===== config.mk =====
export PLATFORM = sky130hd
export DESIGN_NAME = aftab_aau_requester
export DESIGN_NICKNAME = d
export VERILOG_FILES = /design/src/rtl/aftab_aau_pkg.sv /design/src/rtl/aftab_aau_req_decode.sv /design/src/rtl/aftab_aau_requester.sv
export SDC_FILE = /design/constraint.sdc
export NUM_CORES = 1
export LEC_CHECK = 0
export ABC_CLOCK_PERIOD_IN_PS = 2600
export CORE_ASPECT_RATIO = 0.9
export CORE_MARGIN = 4
export CORE_UTILIZATION = 43
export CTS_CLUSTER_DIAMETER = 80
export DETAILED_ROUTE_END_ITERATION = 10
export GPL_TIMING_DRIVEN = 0
export HOLD_SLACK_MARGIN = 0.08
export PLACE_DENSITY = 0.9
export REMOVE_ABC_BUFFERS = 1
export SLEW_MARGIN = 0
export SYNTH_ARGS = -nofsm -noshare
export SYNTH_HDL_FRONTEND = slang
export SYNTH_HIERARCHICAL = 1
export SYNTH_SLANG_ARGS = --single-unit

===== constraint.sdc =====
create_clock -name clk -period 2.6 [get_ports clk]
set_input_delay 0.52 -clock clk [delete_from_list [all_inputs] [get_ports clk]]
set_output_delay 0.52 -clock clk [all_outputs]
set_load 0.05 [all_outputs]

===== src/rtl/aftab_aau_pkg.sv =====
// Shared definitions for the AFTAB AAU requester: RV32M funct3 codes, FSM encoding, special operands.
// Latency: n/a (declarations only).
// Backpressure: n/a.
package aftab_aau_pkg;

    localparam logic [2:0] F3_MUL    = 3'b000;
    localparam logic [2:0] F3_MULH   = 3'b001;
    localparam logic [2:0] F3_MULHSU = 3'b010;
    localparam logic [2:0] F3_MULHU  = 3'b011;
    localparam logic [2:0] F3_DIV    = 3'b100;
    localparam logic [2:0] F3_DIVU   = 3'b101;
    localparam logic [2:0] F3_REM    = 3'b110;
    localparam logic [2:0] F3_REMU   = 3'b111;

    localparam logic [31:0] INT_MIN  = 32'h8000_0000;
    localparam logic [31:0] ALL_ONES = 32'hFFFF_FFFF;

    typedef enum logic [1:0] {
        ST_IDLE  = 2'd0,
        ST_ISSUE = 2'd1,
        ST_WAIT  = 2'd2,
        ST_DONE  = 2'd3
    } state_t;

    typedef struct packed {
        logic is_div;
        logic ss;
        logic su;
        logic uu;
        logic sel_h;
    } dec_t;

endpackage


===== src/rtl/aftab_aau_req_decode.sv =====
// Maps an RV32M funct3 onto AAU controls: divide select, one-hot signedness, H/L result word.
// Latency: combinational.
// Backpressure: none.
module aftab_aau_req_decode
    import aftab_aau_pkg::*;
(
    input  logic [2:0] funct3,
    output dec_t       dec
);

    always_comb begin
        dec        = '0;
        dec.is_div = funct3[2];
        case (funct3)
            F3_MUL:    dec.ss = 1'b1;
            F3_MULH:   begin dec.ss = 1'b1; dec.sel_h = 1'b1; end
            F3_MULHSU: begin dec.su = 1'b1; dec.sel_h = 1'b1; end
            F3_MULHU:  begin dec.uu = 1'b1; dec.sel_h = 1'b1; end
            F3_DIV:    dec.ss = 1'b1;
            F3_DIVU:   dec.uu = 1'b1;
            F3_REM:    begin dec.ss = 1'b1; dec.sel_h = 1'b1; end
            F3_REMU:   begin dec.uu = 1'b1; dec.sel_h = 1'b1; end
            default:   dec = '0;
        endcase
    end

endmodule


===== src/rtl/aftab_aau_requester.sv =====
// Core-side RV32M initiator for the AFTAB AAU: one op at a time, divide corner cases resolved locally.
// Latency: doneM 1 cycle after acceptance on bypass, else 1 cycle after completeAAU; watchdog abort.
// Backpressure: reqM is a held level, acknowledged by a single-cycle doneM pulse.
module aftab_aau_requester
    import aftab_aau_pkg::*;
#(
    parameter int TIMEOUT = 64
) (
    input  logic        clk,
    input  logic        rst,
    input  logic        reqM,
    input  logic [2:0]  funct3,
    input  logic [31:0] rs1,
    input  logic [31:0] rs2,
    output logic [31:0] resultM,
    output logic        doneM,
    output logic        errM,
    output logic [31:0] A_AAU,
    output logic [31:0] B_AAU,
    output logic        multAAU,
    output logic        divideAAU,
    output logic        signedSigned,
    output logic        signedUnsigned,
    output logic        unsignedUnsigned,
    input  logic [31:0] H_AAU,
    input  logic [31:0] L_AAU,
    input  logic        completeAAU
);

    state_t      state, state_nxt;
    logic [6:0]  wd, wd_nxt;
    logic        sel_h, sel_h_nxt;
    logic [31:0] res_nxt, a_nxt, b_nxt;
    logic        done_nxt, err_nxt, mult_nxt, div_nxt;
    logic [2:0]  mode, mode_nxt;
    dec_t        dec;

    aftab_aau_req_decode u_decode (
        .funct3 (funct3),
        .dec    (dec)
    );

    assign mode = {signedSigned, signedUnsigned, unsignedUnsigned};

    always_comb begin
        state_nxt = state;
        wd_nxt    = wd;
        sel_h_nxt = sel_h;
        res_nxt   = resultM;
        a_nxt     = A_AAU;
        b_nxt     = B_AAU;
        done_nxt  = 1'b0;
        err_nxt   = errM;
        mult_nxt  = 1'b0;
        div_nxt   = 1'b0;
        mode_nxt  = mode;
        case (state)
            ST_IDLE: begin
                if (reqM) begin
                    err_nxt   = 1'b0;
                    a_nxt     = rs1;
                    b_nxt     = rs2;
                    sel_h_nxt = dec.sel_h;
                    if (dec.is_div && rs2 == '0) begin
                        state_nxt = ST_DONE;
                        done_nxt  = 1'b1;
                        res_nxt   = dec.sel_h ? rs1 : ALL_ONES;
                    end else if (dec.is_div && dec.ss && rs1 == INT_MIN && rs2 == ALL_ONES) begin
                        state_nxt = ST_DONE;
                        done_nxt  = 1'b1;
                        res_nxt   = dec.sel_h ? '0 : INT_MIN;
                    end else begin
                        state_nxt = ST_ISSUE;
                        mult_nxt  = ~dec.is_div;
                        div_nxt   = dec.is_div;
                        mode_nxt  = {dec.ss, dec.su, dec.uu};
                    end
                end
            end
            ST_ISSUE: begin
                wd_nxt    = '0;
                state_nxt = ST_WAIT;
            end
            ST_WAIT: begin
                wd_nxt = wd + 7'd1;
                if (completeAAU) begin
                    state_nxt = ST_DONE;
                    done_nxt  = 1'b1;
                    res_nxt   = sel_h ? H_AAU : L_AAU;
                    mode_nxt  = '0;
                // abort on the edge where the count would reach TIMEOUT-1
                end else if (wd == 7'(TIMEOUT - 2)) begin
                    state_nxt = ST_DONE;
                    done_nxt  = 1'b1;
                    err_nxt   = 1'b1;
                    res_nxt   = '0;
                    mode_nxt  = '0;
                end
            end
            ST_DONE: state_nxt = ST_IDLE;
            default: state_nxt = ST_IDLE;
        endcase
    end

    always_ff @(posedge clk or negedge rst) begin
        if (!rst) begin
            state            <= ST_IDLE;
            wd               <= '0;
            sel_h            <= 1'b0;
            resultM          <= '0;
            doneM            <= 1'b0;
            errM             <= 1'b0;
            A_AAU            <= '0;
            B_AAU            <= '0;
            multAAU          <= 1'b0;
            divideAAU        <= 1'b0;
            signedSigned     <= 1'b0;
            signedUnsigned   <= 1'b0;
            unsignedUnsigned <= 1'b0;
        end else begin
            state            <= state_nxt;
            wd               <= wd_nxt;
            sel_h            <= sel_h_nxt;
            resultM          <= res_nxt;
            doneM            <= done_nxt;
            errM             <= err_nxt;
            A_AAU            <= a_nxt;
            B_AAU            <= b_nxt;
            multAAU          <= mult_nxt;
            divideAAU        <= div_nxt;
            signedSigned     <= mode_nxt[2];
            signedUnsigned   <= mode_nxt[1];
            unsignedUnsigned <= mode_nxt[0];
        end
    end

endmodule


=== Word level (Yosys, flattened, before mapping) ===
Index checks and enable logic that the tools add are counted.

* Flip-flop bits (word level): 113
* Input port bits: 135
* Word-level logic and storage cells: 96

* Add/sub/neg operators: 1
* Equal/unequal tests: 20
* Multiplexer cells: 44
* Bitwise operators: 1
* Reductions and logical operators: 17

{| class="wikitable"
|+ Operator list
! operator !! count
|-
| $mux W32 || 8
|-
| $eq A32 B32 Y1 const B || 2
|-
| $pmux W32 S2 || 1
|-
| $logic_not A32 Y1 || 1
|-
| $mux W1 || 20
|-
| $mux W3 || 5
|-
| $pmux W7 S2 || 1
|-
| $eq A3 B3 Y1 const B || 4
|-
| $mux W2 || 5
|-
| $ne A2 B2 Y1 const B || 5
|-
| $pmux W2 S4 || 1
|-
| $reduce_and A4 Y1 || 2
|-
| $add A7 B1 Y7 const B || 1
|-
| $eq A7 B6 Y1 const B || 1
|-
| $eq A3 B2 Y1 const B || 2
|-
| $ne A3 B3 Y1 const B || 2
|-
| $pmux W3 S2 || 1
|-
| $reduce_and A5 Y1 || 1
|-
| $reduce_or A5 Y1 || 1
|-
| $eq A2 B2 Y1 const B || 2
|-
| $logic_and A1 B1 Y1 || 4
|-
| $pmux W1 S2 || 2
|-
| $reduce_and A2 Y1 || 2
|-
| $reduce_bool A2 Y1 || 2
|-
| other kinds (7) || 7
|}

=== Depth between registers and ports, before layout ===
Gate-level depths: netlist (run 1).

* Depth in word-level cells: 10
* Gate-level depth with buffers: 9
* Mapped depth without buffers: 7

=== Modules after synthesis ===
Netlist (run 1), hierarchy kept.

{| class="wikitable"
|+ Modules (own cells, without submodules)
! module !! times used !! cells each !! area each (um^2)
|-
| aftab_aau_requester || 1 || 459 || 5,534.1
|-
| aftab_aau_req_decode || 1 || 6 || 43.8
|}

=== Worst setup path after synthesis (run 1) ===
Ideal clock, no wire load.

* Path type: input to register
* Start: in rs2[28]
* End: reg resultM[20]
* Library setup time: 0.125 ns
* Arrival: 2.125 ns
* Required time: 2.475 ns
* Path slack: 0.350 ns
* Stages: 7
* Cells stage by stage: nor4_1 -> nand4_1 -> nor3_1 -> a31oi_2 -> a21oi_4 -> buf_6 -> mux2_2

* Cells in the longest elaborated chain, start to end: 5
* Elaborated cells between the ends (all ways): 9
* Those cells by class: 2 x eq/ne; 3 x mux; 4 x reduce/logical

{| class="wikitable"
|+ RTL lines
! item !! RTL line !! source
|-
| start: declaration || aftab_aau_requester.sv:14 || <nowiki>input logic [31:0] rs2,</nowiki>
|-
| $logic_not A32 Y1 || aftab_aau_requester.sv:64 || <nowiki>if (dec.is_div && rs2 == '0) begin</nowiki>
|-
| $logic_and A1 B1 Y1 || aftab_aau_requester.sv:64 ||
|-
| $mux W32 || aftab_aau_requester.sv:64 ||
|-
| $mux W32 || aftab_aau_requester.sv:59 || <nowiki>if (reqM) begin</nowiki>
|-
| $pmux W32 S2 || aftab_aau_requester.sv:57 || <nowiki>case (state)</nowiki>
|-
| end signal: assignment || aftab_aau_requester.sv:124 || <nowiki>resultM <= res_nxt;</nowiki>
|-
| end: declaration || aftab_aau_requester.sv:15 || <nowiki>output logic [31:0] resultM,</nowiki>
|}

Several ways; a longest one is shown, not always the timed one. The select of a mux whose other input is x is not followed.
A chain may end at the register's enable or synchronous reset.

=== Worst setup path in the final report (run 1) ===
* Start: in rs2[7]
* End: reg resultM[11]

The elaborated chain is that of the path after synthesis.

==> results.yml, run 1 <==
sta:
  rsz0062_at_grt: "no"
  slew_headroom: 0.3456
  fmaxAchievable_ghz: 0.3969
  timing.final.crit_share: 0.9690
  hold_viol_final: 0
  setup_viol: 0
  report.final.slew_viol_count: 0
  tightest_slew_ns: 0.9816
  clock_skew_ns: 0.008181
  setup_slack_ns: 0.08064
  fin_crit_ns: 2.519
global_route:
  grt_pass1_wl_um: 28320
  antenna_found_initial: 0
  grt_remaining_overflow: 0
  grt_pass1_vias: 5273
  grt_start_max_net_pins: 69
  grt_usage: 0.2474
synthesis:
  synth_flop_cell: "dfrtp_1"
  synth_area_leader_cell: "dfrtp_1"
  synth.avg_cell_area_um2: 12.00
  synthTopCellsByCount: "113 x dfrtp_1, 94 x mux2_2, 35 x mux2i_1, 35 x o22ai_1, 32 x nor2b_1"
  synth-seq-area-share: 0.5070
  synth-edff-count: 0
  synth_most_common_cell: "dfrtp_1"
  synthCells: 465
  yosys-top-cells-area: "dfrtp_1 51%, mux2_2 19%, mux2i_1 6.3%"
  yosysWarnings: 6
  synth_top_area_frac: 0.5070
  synth-seq-cells: 113
  netlist_area_um2: 5578
  synth.distinct_cells: 40
  async_flop_share: 1.000
critical_path:
  startpoint: "rs2[7]"
  cp-start-kind: "input port"
  max_stage_delay_ns: 0.53
  reg2reg_slack_ns: 0.14
  r2r_cells: 8
  critical_path_class: "input port to flip-flop"
  r2r-end: "resultM[25]"
  path_cells: "clkdlybuf4s50_1, nor4_4, nand4_1, nor3_4, a31oi_4, a21oi_4, buf_12, mux2_2"
  path_delay_family: "simple AND/OR/NAND/NOR gates"
  setup.worst_path.end_class: "flip-flop"
  cp_max_fo: 16
  cp_slowest_cell: "clkdlybuf4s50_1"
  path_buf_inv: 2
  crit_arrival_ns: 2.81
  required_ns: 2.89
  r2r_start: "state[0]"
route:
  vias: 4897
  drc: 0
  drt_wl_total_um: 18360
  dr.pass1.iters: 5
  ant_nets: 0
  vias_per_cell: 5.590
  drt_iter0_drc: 224
  wl_per_cell_um: 20.95
placement:
  placedCellCount: 843
  dp_slack_ns: -1.836
  hpwl_um: 12800
  gp_congestion: 0.8164
  port_buffers: 237
clocking:
  cts_inserted_buffers: 17
  clkLatencyLatePin_ns: 0.41
  holdBufCountCts: 0
  clk_pin_slew_ns: 0.05
  cts_tree: "yes"
  cts.sinks: 113
  cts-htree-levels: 4
  clockBufferDepth: 2
  cts-root-buf: "clkbuf_16"
floorplan:
  ios: 238
  fp.dieArea_um2: 14860
  die_w_um: 128.1
  fp.dieH_um: 116.1
  start_util: 0.4396
  coreArea_um2: 12690
  rows: 39
power:
  p_per_area_nw_per_um2: 1388
  irDropWorstVdd_mv: 0.9002
  power_mw: 12.32
  leakagePower_nw: 3.773
flow_run:
  max-cap-violations: 0
finish:
  area_delta_synth_final_pct: 59.11
  fin_cells: 876
  n_antenna_cell: 0
  drive_above_1_share: 0.2149
  layout.nets: 843
outcome:
  status: "completed"
worst_hold_path:
  worstHoldPathType: "input port to asynchronous set/reset pin"
through the flow:
stage | setup TNS, ns | util | hold slack [ns] | cell area [um2]
floorplan | -12.20 | - | 0.2244 | 5449
detailed placement | -61.85 | 0.6393 | 0.4872 | 8110
CTS | 0 | 0.6940 | 0.1858 | 8805
global route | 0 | 0.6995 | 0.2205 | 8875
finish | 0 | 0.6995 | 0.1637 | 8875
global placement | -505.35 | 0.6326 | 0.4629 | 8026
what timing repair did:
action	in CTS	in global routing
cloned	1	0
pin swaps	3	6
setup buffers	4	1
hold endpoints to repair	0	0
gates resized for setup	16	13
setup endpoints to repair	38	97
sequential cells by signal (all words and copies together), names as in the netlist:
register          cells
A_AAU                32
B_AAU                32
resultM              32
wd                    7
state                 2
divideAAU             1
doneM                 1
errM                  1
multAAU               1
sel_h                 1
signedSigned          1
signedUnsigned        1
unsignedUnsigned      1
layout make-up:
class | count | area (um2)
clock inverter | 9 | 95.09
inverter | 13 | 48.80
sequential | 113 | 2829
fill | 905 | 3812
clock buffer | 18 | 439.2
tap | 164 | 205.2
multi-input combinational | 313 | 2724
timing repair buffer | 246 | 2534
layout by cell type (no fill, tap or decap), drive strengths merged:
cell           synthesis  routed
and4b                  1       1
nand4                 13      13
nand2                 16      16
and4                   5       5
bufinv                 0       2
nor2b                 32      32
nor4b                  4       4
buf                   15      10
a21o                   1       1
a22o                   1       1
nor3                   2       2
mux2i                 35      35
or2                    1       1
nor3b                  2       2
dfrtp                113     113
nor2                  11      11
nor4                  18      18
and3                   1       1
dlymetal6s2s           0       4
inv                   13      13
o31a                   1       1
o21ai                 10      10
clkdlybuf4s50          0     231
ha                     4       4
mux2                  97      97
clkdlybuf4s15          0       1
o32ai                  1       1
a21oi                  6       7
clkinv                 0       7
nand3                  6       6
nand4b                 1       1
o21a                   1       1
a31oi                  2       2
o211ai                 3       3
clkbuf                12      18
or3                    2       2
o22ai                 35      35
metal layers:
| metal | wire [um] | global-route usage | vias to the layer above | part of all wire |
|---|---|---|---|---|
| li1 | - | - | 2206 | - |
| met1 | 7016 | 0.2850 | 2441 | 0.38 |
| met2 | 9576 | 0.4337 | 211 | 0.52 |
| met3 | 1372 | 0.07880 | 39 | 0.075 |
| met4 | 390 | 0.09194 | 0 | 0.021 |
| met5 | 0 | 0 | - | 0 |
where the power goes:
part	leakage, nW	switching, mW	internal [mW]
combinational	2.08	4.38	2.73
sequential	1.42	0.478	2.57
clock	0.272	0.766	1.39
total	3.77	5.63	6.69
worst max path at each step:
stage	end	slack [ns]	cells past startpoint
after floorplan	A_AAU[0]	-0.19	4
after global placement	B_AAU[23]	-3.23	1
after detailed placement	resultM[21]	-1.84	8
after CTS	resultM[25]	0.02	8
after global routing	resultM[25]	0.01	8
final	resultM[11]	0.08	8
cells by family (layout without fill, tap and decap cells):
logic type	Yosys count	count (layout)	synth area share
and+or+nand+nor	115	115	0.1218
muxes	132	132	0.2586
adders and majority gates	4	4	0.008973
DFF	113	113	0.5070
AOI/OAI and AO/OA	61	62	0.07178
buffers and inverters	40	286	0.03185
Note: power is estimated with default switching activity, not from simulation.
==> inputs of run 2 (changes only) <==
--- a/config.mk
+++ b/config.mk
@@ -5,15 +5,15 @@
 export SDC_FILE = /design/constraint.sdc
 export NUM_CORES = 1
 export LEC_CHECK = 0
-export ABC_CLOCK_PERIOD_IN_PS = 2600
+export ABC_CLOCK_PERIOD_IN_PS = 2900
 export CORE_ASPECT_RATIO = 0.9
 export CORE_MARGIN = 4
-export CORE_UTILIZATION = 43
+export CORE_UTILIZATION = 46
 export CTS_CLUSTER_DIAMETER = 80
 export DETAILED_ROUTE_END_ITERATION = 10
 export GPL_TIMING_DRIVEN = 0
 export HOLD_SLACK_MARGIN = 0.08
-export PLACE_DENSITY = 0.9
+export PLACE_DENSITY = 0.95
 export REMOVE_ABC_BUFFERS = 1
 export SLEW_MARGIN = 0
 export SYNTH_ARGS = -nofsm -noshare
==> constraint.sdc (replaced) <==
create_clock -name clk -period 2.9 [get_ports clk]
set_input_delay 0.58 -clock clk [delete_from_list [all_inputs] [get_ports clk]]
set_output_delay 0.58 -clock clk [all_outputs]
set_load 0.05 [all_outputs]
==> run 2 against run 1 <==
- register-to-register slack better by 0.23 ns
- critical path depth stayed put
- highest routed layer unchanged
- largest cell class unchanged
- first-iteration DRC count grew 50%
==> results.yml, run 2 (same netlist as run 1, synthesis figures left out) <==
clocking:
  cts_tree: "yes"
  holdBufCountCts: 0
  cts-root-buf: "clkbuf_16"
  clockBufferDepth: 2
  cts-htree-levels: 4
  clk_pin_slew_ns: 0.05
  clkLatencyLatePin_ns: 0.41
  cts.sinks: 113
  cts_inserted_buffers: 17
floorplan:
  start_util: 0.4781
  rows: 37
  ios: 238
  fp.dieH_um: 112.5
  coreArea_um2: 11670
  die_w_um: 124.1
  fp.dieArea_um2: 13950
finish:
  area_delta_synth_final_pct: 57.58
  reg.largest.list: "A_AAU: 32 flops, B_AAU: 32 flops, resultM: 32 flops"
  nFillCells: 749
  n_antenna_cell: 0
  final_util: 0.7534
  fin_cells: 872
  final_cell_mix: "235 x clkdlybuf4s50_1, 112 x dfrtp_1, 94 x mux2_2"
  drive_above_1_share: 0.2025
  layout_commonest_cell: "clkdlybuf4s50_1"
  layout.nets: 843
  fin_area_um2: 8790
sta:
  rsz0062_at_grt: "no"
  tightest_slew_ns: 1.272
  hold_viol_final: 0
  fmaxAchievable_ghz: 0.3585
  setup_viol: 0
  slew_headroom: 0.1500
  fin_crit_ns: 2.789
  timing.final.crit_share: 0.9618
  report.final.slew_viol_count: 0
  tns_ns: 0
  clock_skew_ns: 0.007852
global_route:
  grt_util_met2: 0.4921
  busiest_layer: "met2"
  grt_usage: 0.2758
  use_met3: 0.07406
  grt_pass1_vias: 5395
  grt_start_max_net_pins: 69
  grt.met1_usage: 0.3090
  antenna_found_initial: 0
  grt_pass1_wl_um: 29100
  grt_remaining_overflow: 0
placement:
  placed_cell_area_um2: 8085
  hpwl_um: 13320
  gp_congestion: 0.8148
  port_buffers: 237
  placedCellCount: 834
critical_path:
  required_ns: 3.19
  r2r_start: "state[0]"
  r2r_cells: 8
  setup.worst_path.end_class: "flip-flop"
  reg2reg_slack_ns: 0.37
  cp-start-kind: "input port"
  crit_arrival_ns: 3.08
  cp_max_fo: 15
  r2r-end: "resultM[25]"
  critical_path_class: "input port to flip-flop"
power:
  power_frac_seq: 0.248
  p_comb_frac: 0.567
  p_switching_mw: 5.044
  leakagePower_nw: 3.706
  power_mw: 11.13
  p_per_area_nw_per_um2: 1266
  irDropWorstVdd_mv: 0.8438
  sw_frac_of_total: 0.4532
  clock_power_share: 0.185
  p_int_mw: 6.087
route:
  ant_nets: 0
  drt_iter0_drc: 336
  drc: 0
  dr.pass1.iters: 4
  wl_per_cell_um: 21.95
  vias: 4976
  drt_wl_total_um: 19140
  vias_per_cell: 5.706
worst_hold_path:
  worstHoldPathType: "input port to asynchronous set/reset pin"
outcome:
  status: "completed"
flow_run:
  max-cap-violations: 0
run 2: cell count changes in the layout (fill, tap and decap cells not counted), sizes merged:
cell	delta
clkbuf	+8
clkdlybuf4s50	+4
clkinv	-4
dlymetal6s2s	-4
run 2: routing by layer:
| layer | share of wire | wire length, um |
|---|---|---|
| met2 | 0.53 | 10060 |
| met1 | 0.37 | 7150 |
| met3 | 0.073 | 1405 |
| met4 | 0.028 | 531 |
| met5 | 0 | 0 |
run 2: how the worst max path moves through the flow:
stage	slack, ns	startpoint	to
finish	0.11	rs2[15]	resultM[22]
global route	0.007	funct3[0]	resultM[20]
CTS	0.007	funct3[0]	resultM[14]
detailed placement	-1.42	funct3[2]	resultM[19]
global placement	-2.98	rst	A_AAU[7]
floorplan	0.11	state[0]	A_AAU[0]
run 2: timing repair:
action                     CTS  global route
pin swaps                    3             0
gates cloned                 1             0
setup endpoints to repair   32            32
gates resized for setup      8             1
buffers inserted             6             0
run 2: power by group through the flow:
stage / clock network, mW / registers (mW) / logic [mW]
finish: 2.06 / 2.77 / 6.31
global route: 2.18 / 2.85 / 6.55
CTS: 2.08 / 2.77 / 6.34
detailed placement: 0 / 2.77 / 6.12
global placement: 0 / 2.77 / 5.96
floorplan: 0 / 5.17 / 1.53
run 2: area by class of cell:
class | count | area, um2 | area share
multi-input cells | 313 | 2629 | 0.2991
repair buffers | 246 | 2504 | 0.2848
clock inverters | 5 | 75.07 | 0.008541
inverters | 13 | 48.80 | 0.005552
flip-flops and latches | 113 | 2829 | 0.3219
well taps | 156 | 195.2 | 0.02221
clock buffers | 26 | 509.2 | 0.05794
run 2: metrics by stage:
| step | setup slack, ns | hold WS, ns |
|---|---|---|
| final | 0.1109 | 0.2115 |
| after detailed placement | -1.423 | 0.4768 |
| after global placement | -2.976 | 0.4622 |
| after global routing | 0.007471 | 0.2627 |
| after floorplan | 0.1125 | 0.2844 |
| after CTS | 0.007283 | 0.2365 |
run 2: critical path, stage by stage:
cell and delay (ns):
clkdlybuf4s50_1 0.60, nand4_1 0.12, or3_1 0.34, nor4_2 0.38, a31oi_4 0.28, a21oi_4 0.23, buf_12 0.19, mux2_2 0.35
